## src/rtl/alu_mul_seq.sv

```systemverilog
// rtl/alu_mul_seq.sv - shift-add multiply sequencer sharing the EX-stage ALU
module alu_mul_seq #(
    parameter int WIDTH_D = 32
) (
    input  logic               clk,
    input  logic               rst,
    input  logic               start,
    input  logic [WIDTH_D-1:0] op_a,
    input  logic [WIDTH_D-1:0] op_b,
    input  logic [WIDTH_D-1:0] ex_a,
    input  logic [WIDTH_D-1:0] ex_b,
    input  logic [3:0]         ex_alu_ctrl,
    input  logic [WIDTH_D-1:0] alu_y,
    output logic [WIDTH_D-1:0] alu_a,
    output logic [WIDTH_D-1:0] alu_b,
    output logic [3:0]         alu_ctrl,
    output logic               stall,
    output logic               busy,
    output logic               done,
    output logic [WIDTH_D-1:0] prod_hi,
    output logic [WIDTH_D-1:0] prod_lo
);

    localparam int CW = $clog2(WIDTH_D) + 1;
    localparam logic [3:0]    ALU_ADD = 4'b0010;
    localparam logic [CW-1:0] LAST    = CW'(WIDTH_D - 1);

    typedef enum logic [1:0] {
        IDLE,
        RUN,
        DONE
    } state_t;

    state_t             state;
    state_t             state_nxt;
    logic [CW-1:0]      cnt;
    logic [WIDTH_D-1:0] mcand;
    logic               carry;

    // The shared ALU exposes no carry; a wrapped sum is smaller than either addend.
    assign carry = (alu_y < prod_hi);

    always_comb begin
        state_nxt = state;
        alu_a     = ex_a;
        alu_b     = ex_b;
        alu_ctrl  = ex_alu_ctrl;
        stall     = 1'b0;
        case (state)
            IDLE: begin
                stall = start;
                if (start) begin
                    state_nxt = RUN;
                end
            end
            RUN: begin
                alu_a    = prod_hi;
                alu_b    = mcand;
                alu_ctrl = ALU_ADD;
                stall    = 1'b1;
                if (cnt == LAST) begin
                    state_nxt = DONE;
                end
            end
            DONE: begin
                state_nxt = IDLE;
            end
            default: begin
                state_nxt = IDLE;
            end
        endcase
    end

    always_ff @(posedge clk) begin
        if (rst) begin
            state   <= IDLE;
            cnt     <= '0;
            mcand   <= '0;
            prod_hi <= '0;
            prod_lo <= '0;
            busy    <= 1'b0;
            done    <= 1'b0;
        end else begin
            state <= state_nxt;
            done  <= 1'b0;
            case (state)
                IDLE: begin
                    if (start) begin
                        mcand   <= op_a;
                        prod_hi <= '0;
                        prod_lo <= op_b;
                        cnt     <= '0;
                        busy    <= 1'b1;
                    end
                end
                RUN: begin
                    if (prod_lo[0]) begin
                        {prod_hi, prod_lo} <= {carry, alu_y, prod_lo[WIDTH_D-1:1]};
                    end else begin
                        {prod_hi, prod_lo} <= {1'b0, prod_hi, prod_lo[WIDTH_D-1:1]};
                    end
                    cnt <= cnt + CW'(1);
                    if (cnt == LAST) begin
                        busy <= 1'b0;
                        done <= 1'b1;
                    end
                end
                default: begin
                end
            endcase
        end
    end

endmodule

```

## config.mk

```make
export PLATFORM = sky130hd
export DESIGN_NAME = alu_mul_seq
export DESIGN_NICKNAME = d
export VERILOG_FILES = /design/src/rtl/alu_mul_seq.sv
export SDC_FILE = /design/constraint.sdc
export NUM_CORES = 1
export LEC_CHECK = 0
export CORE_MARGIN = 5
export CORE_UTILIZATION = 43
export DETAILED_ROUTE_END_ITERATION = 8
export HOLD_SLACK_MARGIN = 0.12
export PLACE_DENSITY = 0.86
export SLEW_MARGIN = 20
export SYNTH_ARGS = -nofsm -noshare
export SYNTH_HDL_FRONTEND = slang
export SYNTH_SLANG_ARGS = --single-unit
export TNS_END_PERCENT = 20
```

## constraint.sdc

```tcl
create_clock -name clk -period 3.2 [get_ports clk]
set_input_delay 0.32 -clock clk [delete_from_list [all_inputs] [get_ports clk]]
set_output_delay 0.32 -clock clk [all_outputs]
set_load 0.01 [all_outputs]
```

After elaboration in Yosys (flattened, before gate mapping) --
Index checks and enable logic that the tools add are counted. Widths: inputs -> output; s select.
Storage, ports and cells: bits of input ports 167, output and inout port bits 135, logic and storage cells 40, bits in registers 106
Cells by class: equal/unequal tests 4, muxes and demuxes 19, bitwise gates (word level) 1, $add $sub $neg 1, reduce and logical (&&, ||, !) cells 7, magnitude comparators 1
Operators with widths (number):
- $mux 32 | 6
- $pmux 32 s2 | 2
- $lt 32x32->1 | 1
- $pmux 6 s2 | 1
- $add 6x1->6 const B | 1
- $eq 6x5->1 const B | 1
- $mux 6 | 1
- $reduce_and 2->1 | 3
- $mux 2 | 2
- $mux 4 | 1
- $ne 2x2->1 const B | 2
- $pmux 1 s2 | 2
- $pmux 2 s2 | 1
- $mux 1 | 3
- $reduce_and 3->1 | 1
- $eq 2x1->1 const B | 1
- $logic_not 2->1 | 1
- $reduce_bool 2->1 | 1
- $reduce_or 2->1 | 1
- $not 1->1 | 1

Longest topological paths before layout --
depth in word-level cells 3, mapped depth 8, mapped depth without buffers 7

Least setup slack after synthesis --
No wires, ideal clock.
path type flip-flop to flip-flop, start point register prod_hi[6], end point register prod_hi[31], data required time 3128 ps, setup slack 1366 ps, clock period less this slack 1834 ps, path buffers 0, arrival time 1762 ps, library setup time 72 ps, cell stages (with the launch flop) 8, cells stage by stage dfxtp_1 > inv_1 > ha_1 > a21o_1 > a221oi_2 > o21ai_1 > a2111oi_2 > a2bb2oi_1
Between the ends: longest elaborated chain between the ends 3
RTL lines:
- start, declared | line 20 | output logic [WIDTH_D-1:0] prod_hi,
- start signal, assigned | line 98 | {prod_hi, prod_lo} <= {carry, alu_y, prod_lo[WIDTH_D-1:1]};
- start signal, assigned | line 100 | {prod_hi, prod_lo} <= {1'b0, prod_hi, prod_lo[WIDTH_D-1:1]};
- $lt 32x32->1 | line 41 | assign carry = (alu_y < prod_hi);
- $mux 32 | line 97 | if (prod_lo[0]) begin
- $pmux 32 s2 | line 86 | case (state)
No other way between the ends. A chain may end at the register's enable or synchronous reset.

Final worst setup path --
start point register state[1], end point output port alu_a[18]
Between the ends: longest elaborated chain between the ends 2
RTL lines:
- start, declared | line 34 | state_t state;
- start signal, assigned | line 84 | state <= state_nxt;
- $eq 2x1->1 | line 49 | case (state)
- $mux 32 | line 49
- end, declared | line 14 | output logic [WIDTH_D-1:0] alu_a,
No other way between the ends.

==> metrics <==
outcome=completed; Synth-to-Final Area Change=59.1%; nets=1,288; NetSw=1.05 mW; Syn Area/Cell=7.01 um2; routed vias=6,564; Post-Syn Instances=824; Initial Utilization=43.8%; FILL cells=1,071; RSZ-0062 raised after global routing=false; clock share of power=30.1%; DP Cell Count=1,254; Die ar.=15,800 um2; top_reg_cell synth=dfxtp_1; number of flops mapped to enable cells by yosys=0; CP arrival=2390 ps; Post-CTS Setup Bufs=0; Final Skew=14.6 ps; multi-input logic area=3300 um2; Finished Layout Cells=1,270; endpoints failing hold=0; worst slew pin tran=719 ps; commonest cells after routing, fill and taps aside=clkdlybuf4s50_1, nand2_1, nor2_1; clk slew on worst S/H paths=70 ps; Avg WL per Cell=15.3 um; max_slew headroom=52.1%; vias in the first global route=6,315; # DRC=0; CTS hold repair buffers=0; Syn Nets=1,023; Starting DRT DRC Count=378; initial antenna violation count=0; Synth cell types=41; gr usage total=23.3%; P_int=2.51 mW; CTS root buffer=clkbuf_16; Ant. Diodes=0; clock buffer depth=2; FMAX=369 MHz; worst skew pair latency=350 ps; Place WS=833 ps; Final Max Tran Viols=0; sequential element share of the synthesized area=36.8%; Required @ worst endpoint=2880 ps; synthesis-stage register bit count=106; mapped cell area=5770 um2; router iterations before antenna repair=4; Max Cap Viol=0; remaining antenna violation count=0; first-pass GRT wire length=30,800 um; power per cell area=387 nW/um2; Final WS setup=489 ps; Register Area=2120 um2; share of layout cells above drive strength 1=3.75%; H-tree levels=3; Worst setup EP type=output pin; Startpoint Class=flip-flop; leading area contributor after synthesis=dfxtp_1; die width=126 um; Overflow after GRT=0; crit path kind=reg -> out; DP Area=8900 um2; io pins=302; fin crit period=2710 ps; crit share post-route=84.7%; IO Port Bufs=301; Final setup viols=0; sw frac=29.4%; top cells by area, synth=dfxtp_1, nand2_1, nor2_1, ha_1, mux2i_1; Leakage=3.61 nW; most common cell after layout, fill and taps aside=clkdlybuf4s50_1; vias per cell=5.17; largest net degree at the start of global routing=58; Pwr Total=3.56 mW; sequential power share=41.2%; Hold Path Class=reg -> reg; final instance area=9190 um2; DP HPWL=14,600 um; Chip Height=126 um; clk sink count=106; post-synth top area share=36.8%; core footprint=13,200 um2; CTS buffer count=9; post-CTS sizing=0; Core Rows=42; CTS tree=done; Syn. warnings=0; total routed wirelength=19,500 um; crit path max fanout=52; final setup TNS=0 ps; routability cong.=0.891; Async SR Flop Fraction=0%; Worst VDD drop=0.000261 V; logic gate share of total power=28.7%
## power groups by stage
stage | Combinational (mW) | Sequential [mW] | Clock, mW
after floorplan | 0.453 | 1.50 | 0
after global placement | 1.01 | 1.49 | 0
after detailed placement | 1.02 | 1.49 | 0
after CTS | 1.03 | 1.46 | 1.09
after global routing | 1.11 | 1.48 | 1.16
final | 1.02 | 1.46 | 1.07
## cell type report
cell class,instances,share of cell area (%)
clock inverters,6,0.504
well taps,176,2.40
multi-input cells,625,35.9
repair buffers,314,34.1
inverters,33,1.35
flip-flops and latches,106,23.1
clock buffers,10,2.60
## kinds of logic (layout without fill, tap and decap cells)
group	count (synthesis)	after routing	share of synthesized area (%)
AOI/OAI and AO/OA	144	144	14.7
adders and majority gates	32	32	6.94
buffers and inverters	93	363	6.48
DFF	106	106	36.8
muxes	32	32	5.57
and+or+nand+nor	417	417	29.6
## cell usage after synthesis (2+ instances only)
library cell and count:
nand2_1 211, nor2_1 151, dfxtp_1 106, a21oi_1 53, clkbuf_1 38, o21ai_0 35
ha_1 32, inv_1 32, a31oi_1 31, mux2i_1 31, nor4_1 25, buf_2 14
a22oi_1 7, nand3_1 7, buf_1 6, a211oi_1 4, and2_1 3, nand2b_1 3
nand4_1 3, nor3_1 3, a2111oi_2 2, a21o_1 2, and3_1 2, buf_4 2
nor2b_1 2, o211ai_1 2, o21a_1 2, or3_1 2
## stage by stage
stage               hold WS, ps  util (%)
global route                470      69.6
floorplan                   437         -
finish                      457      69.6
global placement            442      67.5
detailed placement          447      67.5
CTS                         451      69.6
## worst paths after layout
path,start,endpoint,slack (ps),cells past startpoint
hold / removal,mcand[18]$_SDFFE_PP0P_,mcand[18]$_SDFFE_PP0P_,460,2
setup / recovery,state[1]$_SDFFE_PP0P_,alu_a[18],490,5
setup reg to reg,state[0]$_SDFFE_PP0P_,prod_hi[31]$_SDFFE_PP0P_,1080,6
hold reg to reg,mcand[18]$_SDFFE_PP0P_,mcand[18]$_SDFFE_PP0P_,460,2
## state kept, by name, summed over array words and instances (netlist names)
| register | cells |
|---|---|
| mcand | 32 |
| prod_hi | 32 |
| prod_lo | 32 |
| cnt | 6 |
| state | 2 |
| busy | 1 |
| done | 1 |
## critical path: stages (launching register included)
cell             delay, ps
dfxtp_1                460
nand2b_4               490
buf_4                  340
nand2_1                 80
o21ai_0                 80
clkdlybuf4s50_1        560
## routing by layer
metal	vias to the layer above	routed length, um	GRT usage (%)
li1	3270	-	-
met3	36	1790	7.75
met5	-	0	0
met1	2981	7810	27.5
met2	277	9400	40.0
met4	0	470	7.76
Note: power is estimated with default switching activity, not from simulation.
==> edit 1, RTL diff (same flow settings) <==
`WIDTH_D`: 32 -> 64.
--- a/src/rtl/alu_mul_seq.sv
+++ b/src/rtl/alu_mul_seq.sv
@@ -1,6 +1,6 @@
 // rtl/alu_mul_seq.sv - shift-add multiply sequencer sharing the EX-stage ALU
 module alu_mul_seq #(
-    parameter int WIDTH_D = 32
+    parameter int WIDTH_D = 64
 ) (
     input  logic               clk,
     input  logic               rst,
Ports: changed (9 resized); port bits go from 302 to 590. The function was not compared with the original's and may differ.
==> edit 1 against the unedited design <==
Sequential cell count up 97. Core utilization up 1.4 points. Worst setup slack worse by 0.19 ns. Wire length up 150%. Power up 120%. Area after synthesis up 93%. Design area up 96%. Critical path type unchanged. Register-to-register slack worse by 0.20 ns. Largest cell class unchanged. Combinational power up 100%.
==> edit 1: results (changes against the unedited design) <==
Parameter                              Value

Outcome
  Run status ... completed

Placed design
  Half-perimeter wire length after placement ... 36.78 mm (+150%)
  Final weighted congestion of routability-driven global placement ... 1.019 (+14%)
  Number of buffers inserted by port buffering ... 589 (+96%)
  Placed cell area ... 17210 µm² (+93%)

Clocking
  Clock Tree Root ... sky130_fd_sc_hd__clkbuf_16
  Number of buffers inserted by post-CTS setup repair ... 0 (unchanged)
  Cts bufs inserted ... 23 (+14)
  Skew-Pair Late Insertion Delay ... 0.51 ns (+0.16 ns)
  Max clock buf depth ... 3 (+1)
  Number of resized instances in the post-cts repair step ... 0 (unchanged)
  Maximum level of the CTS H-tree ... 1 (-2)
  Clock-pin transition on the worst setup and hold timing paths ... 0.06 ns

Global route
  Global-route wire length before repair ... 72.55 mm (+140%)
  Number of global-route vias before repair ... 12932 (+100%)
  Overall routing resource usage ... 31.00% (+7.7 points)
  Initial antenna violation count ... 5 (+5)
  Maximum number of pins on one net before global-route repair ... 196 (+240%)

Yosys
  Commonest register cell after synthesis ... sky130_fd_sc_hd__dfxtp_1
  Share of the yosys chip area belonging to registers ... 36.51% (-0.25 points)
  Synth area leaders ... sky130_fd_sc_hd__dfxtp_1, sky130_fd_sc_hd__nand2_1, sky130_fd_sc_hd__nor2_1, sky130_fd_sc_hd__ha_1, sky130_fd_sc_hd__mux2i_1
  Synthesized Nets ... 2013 (+97%)
  Share of flip-flops with an asynchronous set or reset ... 0% (unchanged)
  Most frequent cells after synthesis ... sky130_fd_sc_hd__nand2_1, sky130_fd_sc_hd__nor2_1, sky130_fd_sc_hd__dfxtp_1
  Unique cell type count in the Yosys netlist ... 41 (unchanged)

Worst hold path
  Hold WC Path Type ... primary input to flip-flop

Cells and area
  Share of post-route cells with drive strength above 1 ... 3.439% (-0.31 points)
  Registers with the highest flip-flop counts ... mcand: 64 flops, prod_hi: 64 flops, prod_lo: 64 flops
  Layout net count ... 2528 (+96%)

Setup path
  Endpoint arrival time on the critical path ... 2.58 ns (+0.19 ns)
  Critical path peak fanout ... 37 (-29%)

Pwr
  Highest ir drop seen on vdd ... 406.5 µV (+56%)
  Leakage power of the design ... 0.007141 µW (+98%)

Drt
  Number of DRC violations after detailed-routing iteration 0 ... 989 (+160%)
  Post-DR vias/cell ... 5.351 (+3.5%)
  TritonRoute pass-1 iters ... 5 (+1)
  Drt total wl ... 48.43 mm (+150%)

Timing
  Worst-Margin Slew ... 0.9252 ns (+0.2064 ns)
  Clock skew after layout ... 0.02199 ns (+0.007354 ns)
==> edit 1: changes by cell type after synthesis, moves of 35 or more <==
| cell | change |
|---|---|
| sky130_fd_sc_hd__nand2_1 | +206 |
| sky130_fd_sc_hd__nor2_1 | +190 |
| sky130_fd_sc_hd__dfxtp_1 | +97 |
| sky130_fd_sc_hd__clkbuf_1 | +52 |
| sky130_fd_sc_hd__nor4_1 | +38 |
| sky130_fd_sc_hd__a21oi_1 | +35 |
==> edit 1: worst max-delay path, stage by stage, from the launching register on <==
cell                              delay [ns]
sky130_fd_sc_hd__dfxtp_1                0.39
sky130_fd_sc_hd__nand2b_4               0.45
sky130_fd_sc_hd__buf_4                  0.34
sky130_fd_sc_hd__nand2_1                0.08
sky130_fd_sc_hd__o21ai_0                0.17
sky130_fd_sc_hd__clkdlybuf4s50_1        0.62
==> edit 1: power by group <==
group          internal [µW]  total (µW)  switching, µW
clock                   1640        2760           1120
sequential              2690        2820            139
combinational           1090        2080            989
total                   5420        7660           2240
==> edit 1: routing by layer <==
| layer | global-route usage, % | vias up | share of wire, % |
|---|---|---|---|
| met2 | 52.72 | 629 | 48 |
| li1 | - | 6406 | - |
| met5 | 0 | - | 0 |
| met3 | 8.133 | 136 | 9.2 |
| met4 | 13.95 | 0 | 4.9 |
| met1 | 36.84 | 6137 | 38 |
==> edit 1: worst paths after layout <==
kind | startpoint | to | slack [ns] | cells after the start
min | rst | prod_hi[32] | 0.28 | 2
min reg2reg | mcand[17] | mcand[17] | 0.46 | 2
max reg2reg | prod_hi[38] | prod_hi[63] | 0.88 | 8
max | state[1] | alu_a[48] | 0.30 | 5
==> edit 1: kinds of logic (layout without fill, tap and decap cells) <==
logic type / after synthesis / after routing / share of synthesized area [%]
other: 0 / 5 / 0
multiplexers: 64 / 64 / 5.767
buffers and inverters: 182 / 712 / 6.374
flip-flops: 203 / 203 / 36.51
AO/OA/AOI/OAI: 248 / 248 / 12.51
AND/OR/NAND/NOR: 861 / 861 / 31.64
adder cells (fa/ha/maj): 64 / 64 / 7.194
==> edit 1: through the flow <==
| stage | std cells | worst slack, ns | util, % | hold WS [ns] |
|---|---|---|---|---|
| 6_report | 2487 | 0.2991 | 71.08 | 0.2812 |
| 5_1_grt | 2487 | 0.1397 | 71.08 | 0.3116 |
| 4_1_cts | 2482 | 0.3001 | 71.03 | 0.2885 |
| 3_5_place_dp | 2442 | 0.5985 | 67.94 | 0.4469 |
| 3_3_place_gp | 2442 | 0.6354 | 67.94 | 0.4417 |
| 2_1_floorplan | 1622 | 1.110 | - | 0.4366 |
==> edit 1: final cells by class <==
type                    count  area, µm²
flip-flops and latches    203       4068
inverters                  64      240.2
fillers                  1997       7325
clock inverters            12      158.9
repair buffers            608       6102
multi-input cells        1237       6384
well taps                 330      412.9
clock buffers              28      624.3
diodes                      5      12.51
==> edit 2, RTL diff (config.mk and constraints unchanged) <==
Made on the original files. The 3 states of `state_t` get a one-hot encoding in 3 bits.
--- a/src/rtl/alu_mul_seq.sv
+++ b/src/rtl/alu_mul_seq.sv
@@ -25,10 +25,10 @@
     localparam logic [3:0]    ALU_ADD = 4'b0010;
     localparam logic [CW-1:0] LAST    = CW'(WIDTH_D - 1);
 
-    typedef enum logic [1:0] {
-        IDLE,
-        RUN,
-        DONE
+    typedef enum logic [2:0] {
+        IDLE = 3'b001,
+        RUN  = 3'b010,
+        DONE = 3'b100
     } state_t;
 
     state_t             state;
Function: no difference found for any inputs over 4 cycles, from zero or initial values and one cycle with rst high; so few cycles prove little.
==> edit 2 against the unedited design <==
Power is 3.5% lower. Clock power rose by 7%. Design area grew 0.53%. Wire length rose by 1.3%. Synthesized cell count grew 0.85%. Highest routed layer unchanged. Clock skew is 0.0078 ns lower. Core utilization grew 0.37 points. Sequential cell count increased by 1. Worst setup slack worse by 0.033 ns. Area after synthesis rose by 0.15%.
==> edit 2: results (changes against the unedited design) <==
Parameter                              Value

Outcome
  Run status ... completed

Yosys
  Mux share of post-synthesis cell area ... 5.562% (-0.0084 points)
  Share of the yosys chip area belonging to registers ... 37.05% (+0.29 points)
  Post-synthesis compound-gate area fraction ... 14.26% (-0.39 points)
  Synthesized Nets ... 1030 (+0.68%)
  Unique cell type count in the Yosys netlist ... 35 (-15%)
  Synth Area in Adders ... 6.925% (-0.011 points)
  Synth area leaders ... sky130_fd_sc_hd__dfxtp_1, sky130_fd_sc_hd__nand2_1, sky130_fd_sc_hd__nor2_1, sky130_fd_sc_hd__ha_1, sky130_fd_sc_hd__mux2i_1
  Share of flip-flops with an asynchronous set or reset ... 0% (unchanged)
  Most frequent cells after synthesis ... sky130_fd_sc_hd__nand2_1, sky130_fd_sc_hd__nor2_1, sky130_fd_sc_hd__dfxtp_1

Pwr
  Highest ir drop seen on vdd ... 285.7 µV (+9.3%)
  Leakage power of the design ... 0.003618 µW (+0.12%)
  Power density over the cells ... 371.8 nW/µm² (-4.1%)

Worst hold path
  Worst min-delay path startpoint ... rst
  Hold WC Path Type ... primary input to flip-flop
  Worst hold endpoint ... prod_hi[13]

Cells and area
  Ant. Diodes ... 0 (unchanged)
  Share of post-route cells with drive strength above 1 ... 3.364% (-0.38 points)
  Number of fillers in the final layout ... 1084 (+1.2%)

Drt
  Number of DRC violations after detailed-routing iteration 0 ... 369 (-2.4%)
  Overall via count from detail_route ... 6508 (-0.85%)
  Drt total wl ... 19.71 mm (+1.3%)

Global route
  Maximum number of pins on one net before global-route repair ... 64 (+10%)
  Global-route wire length before repair ... 30.94 mm (+0.29%)
  Number of global-route vias before repair ... 6251 (-1.0%)
  Overall routing resource usage ... 23.47% (+0.17 points)

Timing
  Worst-Margin Slew ... 0.5785 ns (-0.1403 ns)
  Clock skew after layout ... 0.006792 ns (-0.007840 ns)
  Final-layout worst hold slack ... 0.4066 ns (-0.05001 ns)

Placed design
  Placed cell area ... 8927 µm² (+0.30%)
  Half-perimeter wire length after placement ... 14.89 mm (+2.2%)
  Final weighted congestion of routability-driven global placement ... 0.9246 (+3.8%)
  DP Worst Slack ... 0.8157 ns (-0.01750 ns)

Setup path
  Peak per-stage delay on the critical path ... 0.63 ns (+0.07 ns)
  Critical path peak fanout ... 47 (-9.6%)
  Endpoint arrival time on the critical path ... 2.42 ns (+0.03 ns)
  R2R cell count ... 8 (+2)
  Slowest library cell on the worst path ... sky130_fd_sc_hd__or3b_4

Clocking
  Skew-Pair Late Insertion Delay ... 0.34 ns
==> edit 2: kinds of logic after synthesis <==
family                   Yosys count
multiplexers                      32
flip-flops                       107
AO/OA/AOI/OAI                    145
AND/OR/NAND/NOR                  422
buffers and inverters             93
adder cells (fa/ha/maj)           32
==> edit 2: area by class of cell <==
class | count | area share, %
Tap cell | 176 | 2.384
Multi-Input combinational cell | 631 | 35.75
Clock inverter | 7 | 0.8942
Clock buffer | 9 | 2.439
Timing Repair Buffer | 313 | 33.98
Sequential cell | 107 | 23.21
Inverter | 33 | 1.341
==> edit 2: metrics by stage <==
stage | power (µW) | std cells
2_1_floorplan | 1836 | 831
3_3_place_gp | 2315 | 1260
3_5_place_dp | 2328 | 1260
4_1_cts | 3475 | 1276
5_1_grt | 3603 | 1276
6_report | 3434 | 1276
==> edit 2: per-layer routing <==
metal	global-route usage (%)	wire length, µm
met5	0	0
met4	8.139	534
met3	5.377	1320
met2	41.56	9729
met1	27.88	8129
==> edit 2: power by group <==
| part | internal, µW | total (µW) | switching [µW] |
|---|---|---|---|
| Sequential | 1400 | 1450 | 51.3 |
| Clock | 620 | 1140 | 517 |
| Combinational | 474 | 843 | 369 |
==> edit 2: how the worst max path moves through the flow <==
stage / startpoint / to / depth (start not counted)
global route: state[0] / alu_a[1] / 5
finish: state[1] / alu_a[1] / 4
detailed placement: state[1] / alu_a[1] / 4
floorplan: prod_hi[5] / prod_hi[31] / 7
global placement: state[2] / alu_a[10] / 4
CTS: state[1] / alu_a[1] / 4
